## config.mk

```make
export PLATFORM = sky130hd
export DESIGN_NAME = fetch_stage
export DESIGN_NICKNAME = d
export VERILOG_FILES = /design/src/rtl/fetch_stage.sv
export SDC_FILE = /design/constraint.sdc
export NUM_CORES = 1
export LEC_CHECK = 0
export CAP_MARGIN = 25
export CELL_PAD_IN_SITES_DETAIL_PLACEMENT = 1
export CELL_PAD_IN_SITES_GLOBAL_PLACEMENT = 1
export CORE_UTILIZATION = 33
export DETAILED_ROUTE_END_ITERATION = 10
export GPL_TIMING_DRIVEN = 0
export PLACE_DENSITY = 0.91
export SLEW_MARGIN = 30
export SYNTH_ARGS = -nofsm -noshare
export SYNTH_HDL_FRONTEND = slang
export SYNTH_SLANG_ARGS = --single-unit
export TNS_END_PERCENT = 1
```

## constraint.sdc

```tcl
create_clock -name clk -period 3.49 [get_ports clk]
set_input_delay 0.698 -clock clk [delete_from_list [all_inputs] [get_ports clk]]
set_output_delay 0.698 -clock clk [all_outputs]
set_load 0.02 [all_outputs]
```

## src/rtl/fetch_stage.sv

```systemverilog
// Program counter and fetch register: drives imem_addr, captures combinational imem_rdata
// and presents one instruction per cycle to decode over a valid/ready handshake.
module fetch_stage #(
    parameter logic [31:0] RESET_PC   = 32'h0000_0000,
    parameter logic [31:0] END_PC     = 32'h0000_0038,
    parameter int unsigned IMEM_DEPTH = 1024,
    parameter int unsigned CNT_W      = 16
) (
    input  logic             clk,
    input  logic             rst,
    output logic [31:0]      imem_addr,
    input  logic [31:0]      imem_rdata,
    input  logic             redirect_valid,
    input  logic [31:0]      redirect_pc,
    output logic             out_valid,
    input  logic             out_ready,
    output logic [31:0]      out_instr,
    output logic [31:0]      out_pc,
    output logic             out_is_cnn,
    output logic             done,
    output logic             err,
    output logic [CNT_W-1:0] fetch_count
);

    // One extra bit so IMEM_DEPTH*4 == 2**32 still compares correctly.
    localparam logic [32:0] LIMIT = 33'(IMEM_DEPTH) * 33'd4;

    typedef enum logic {
        S_RUN,
        S_HALT
    } state_t;

    state_t           r_state;
    state_t           w_state_nxt;
    logic [31:0]      r_pc;
    logic             r_out_valid;
    logic [31:0]      r_out_instr;
    logic [31:0]      r_out_pc;
    logic             r_out_is_cnn;
    logic             r_err;
    logic [CNT_W-1:0] r_fetch_count;

    logic             w_inrange;
    logic             w_slot;
    logic             w_fire;

    always_comb begin
        w_inrange   = ({1'b0, r_pc} < LIMIT);
        w_slot      = !r_out_valid || out_ready;
        w_fire      = (r_state == S_RUN) && w_slot && w_inrange && !redirect_valid;
        w_state_nxt = r_state;
        if (redirect_valid) begin
            w_state_nxt = S_RUN;
        end else if (r_state == S_RUN) begin
            if (!w_inrange) begin
                w_state_nxt = S_HALT;
            end else if (w_fire && (r_pc == END_PC)) begin
                w_state_nxt = S_HALT;
            end
        end
    end

    always_ff @(posedge clk) begin
        if (rst) begin
            r_state <= S_RUN;
        end else begin
            r_state <= w_state_nxt;
        end
    end

    always_ff @(posedge clk) begin
        if (rst) begin
            r_pc          <= RESET_PC;
            r_out_valid   <= 1'b0;
            r_out_instr   <= '0;
            r_out_pc      <= '0;
            r_out_is_cnn  <= 1'b0;
            r_err         <= 1'b0;
            r_fetch_count <= '0;
        end else if (redirect_valid) begin
            r_pc        <= {redirect_pc[31:2], 2'b00};
            r_out_valid <= 1'b0;
        end else begin
            if (w_fire) begin
                r_out_instr  <= imem_rdata;
                r_out_pc     <= r_pc;
                r_out_is_cnn <= (imem_rdata[6:0] == 7'h2B);
                r_out_valid  <= 1'b1;
                r_pc         <= r_pc + 32'd4;
                if (r_fetch_count != '1) begin
                    r_fetch_count <= r_fetch_count + 1'b1;
                end
            end else if (r_out_valid && out_ready) begin
                r_out_valid <= 1'b0;
            end
            if ((r_state == S_RUN) && !w_inrange) begin
                r_err <= 1'b1;
            end
        end
    end

    assign imem_addr   = r_pc;
    assign out_valid   = r_out_valid;
    assign out_instr   = r_out_instr;
    assign out_pc      = r_out_pc;
    assign out_is_cnn  = r_out_is_cnn;
    assign err         = r_err;
    assign fetch_count = r_fetch_count;
    assign done        = (r_state == S_HALT) && !r_out_valid;

endmodule

```

==> reports/metrics.cfg <==
[outcome]
status=completed

[placed_design]
dp_hpwl_um=11510
port-buffer-count=176
place_inst=858
routabilityCongestion=0.8120

[global_routing]
grt_overflow=0
grt_pass1_wl_um=24350
gr-usage-all-layers_pct=22.20
grt_max_degree=19
first_global_vias=4687
antenna_found_initial=0

[cts]
cts_tree=built
cts_sinks=112
cts_buffer_depth=2
cts_hold_buffers=0
htreeDepth=3
root_buffer=clkbuf_16
cts_resized=0
clk_pin_slew_worst_paths_ps=80
post-cts-setup-buffer-count=0
clk_latency_ps=350
numCtsBuffers=9

[power]
switching_power_mw=0.6688
pwr-share-clk_pct=40.0
p_leak_nw=2.406
p_seq_share_pct=49.0
ir_drop_v=0.0002423
p_int_mw=2.060
powerDensity_nw_per_um2=406.0
p_sw_share_pct=24.51
power_frac_comb_pct=11.0
total_power_mw=2.729

[sta]
fin_crit_sh_pct=81.00
slew_headroom_pct=51.46
rsz0062_at_grt=false
slew_violations=0
worstMarginPinSlew_ps=721.4
totalNegativeSetupSlack_ps=0
hold_slack_ps=456.3
skew_ps=7.690
setup_viol=0
max_freq_mhz=353.7
layout_min_cycle_time_ps=2827
finalHoldViolCount=0

[critical_path]
r2r-start=imem_addr[31]
timing.rr.end=out_instr[29]
crit_fanout=10
path_class=in2reg
crit_chain=clkdlybuf4s50_1 > buf_1 > clkinv_1 > and3_1 > nor2_1 > clkbuf_1 > and2_1
rr_worst_depth=7
critical_path_arrival_ps=3130
path_delay_family=buffers and inverters
r2r_slack_ps=1010
required_ps=3790
critPathLaunchType=primary input
path_buf_inv=4
max_stage_delay_ps=530
slowest_stage=clkdlybuf4s50_1
crit_path_end_kind=flip-flop

[cells_and_area]
drive_gt1_share_pct=5.413
n_antenna_cell=0
fin_util_pct=52.41
syn_to_final_growth_pct=52.14
finalNonFillerCells=874
nNetsFinal=768
final_common_cell=clkdlybuf4s50_1
final_cell_mix=clkdlybuf4s50_1 (176), dfxtp_1 (112), nand2_1 (96)

[floorplan]
initial_core_util_pct=34.45
die-area_um2=13850
rows=41
coreArea_um2=12820
die_h_um=117.7
pin_count=184
die_x_um=117.7

[job]
max_cap_viol_count=0

[route]
viasPerCell=5.002
first_iter_violations=201
drc=0
drt-total-wl_um=15130
wl_per_cell_um=17.31
ant_nets=0
vias=4372
firstDrtPassIters=5

[synth]
async_flop_share_pct=0
yosysWarnings=0
synth_area_um2=4418
synthSimpleGateAreaFrac_pct=27.41
synthMuxAreaShare_pct=5.777
syn_area_per_cell_um2=8.714
ys_seq_area_share_pct=50.75
synth-compound-area-share_pct=8.921
synth-edff-count=0
ys_ff_latch=112
ys.flop_type=dfxtp_1
synth.distinct_cells=42
synth_fa_ha_area_share_pct=0.8496
syn-instance-count=507
synth_top_family_by_area=simple AND/OR/NAND/NOR gates
yosys.area_share.xor_xnor_pct=2.181

[min_path]
hp-start=out_instr[31]
worstHoldPathType=reg2reg
whs_path_depth=2
hold_end=out_instr[31]

[tightest hold or removal path, delay by kind of cell, from the launching register on]
kind / cells / cell delay [ps]
AO/OA/AOI/OAI: 1 / 50
flip-flops: 1 / 310
AND/OR/NAND/NOR: 1 / 50
[sequential cells by signal, summed over array words and instances (netlist names)]
name and flops:
out_is_cnn 1, fetch_count 16, out_valid 1, out_pc 30, err 1, r_state 1, out_instr 32, imem_addr 30
[area by class of cell]
class,instances,area [um2]
Buffer,35,158.9
Clock buffer,11,252.7
Clock inverter,5,62.56
Fill cell,1503,6103
Inverter,5,18.77
Multi-Input combinational cell,358,2009
Sequential cell,112,2242
Tap cell,172,215.2
Timing Repair Buffer,176,1762
[worst max path at each step]
stage                        start             end  slack (ps)  cells past startpoint
floorplan           redirect_valid  fetch_count[6]        1310                      6
global placement    redirect_valid      out_pc[15]         400                      7
detailed placement  redirect_valid      out_pc[28]         320                      7
CTS                 redirect_valid      out_pc[28]         700                      7
global route        redirect_valid      out_pc[28]         420                      7
finish              redirect_valid      out_pc[28]         660                      7
[power groups by stage]
stage / logic (mW) / registers, mW / clock network (mW)
floorplan: 0.103 / 1.39 / 0
global placement: 0.292 / 1.36 / 0
global route: 0.324 / 1.34 / 1.16
CTS: 0.304 / 1.34 / 1.12
finish: 0.301 / 1.34 / 1.09
detailed placement: 0.302 / 1.37 / 0
[cells in the mapped netlist (all sizes together), types with 7 or more instances]
library cell  count  area, um2
a211oi            9      67.56
a21oi            51      255.2
and2             23      143.9
buf              16      87.59
clkbuf           19      71.32
dfxtp           112       2242
mux2i            21      210.2
nand2            96      360.4
nand3            14      82.58
nand4            18      112.6
nor2             50      187.7
nor2b             7      43.79
nor4              9      71.32
xor2              9      78.83
[stage by stage]
step / instance area (um2) / setup WS (ps)
after floorplan: 4429 / 1311
after global placement: 6406 / 400.2
after detailed placement: 6406 / 318.2
after CTS: 6721 / 704.7
after global routing: 6721 / 419.2
final: 6721 / 663.1
[metal layers]
layer	up-vias	wire length [um]	track usage, %
met2	154	7647	39.38
met3	31	794	4.942
met4	0	490	11.86
li1	2102	-	-
met1	2085	6196	24.59
met5	-	0	0
[kinds of logic after synthesis]
group	after synthesis
other	1
AND/OR/NAND/NOR	244
AO/OA/AOI/OAI	71
multiplexers	25
XOR/XNOR	11
buffers and inverters	40
adder cells (fa/ha/maj)	3
flip-flops	112
Note: power is estimated with default switching activity, not from simulation.
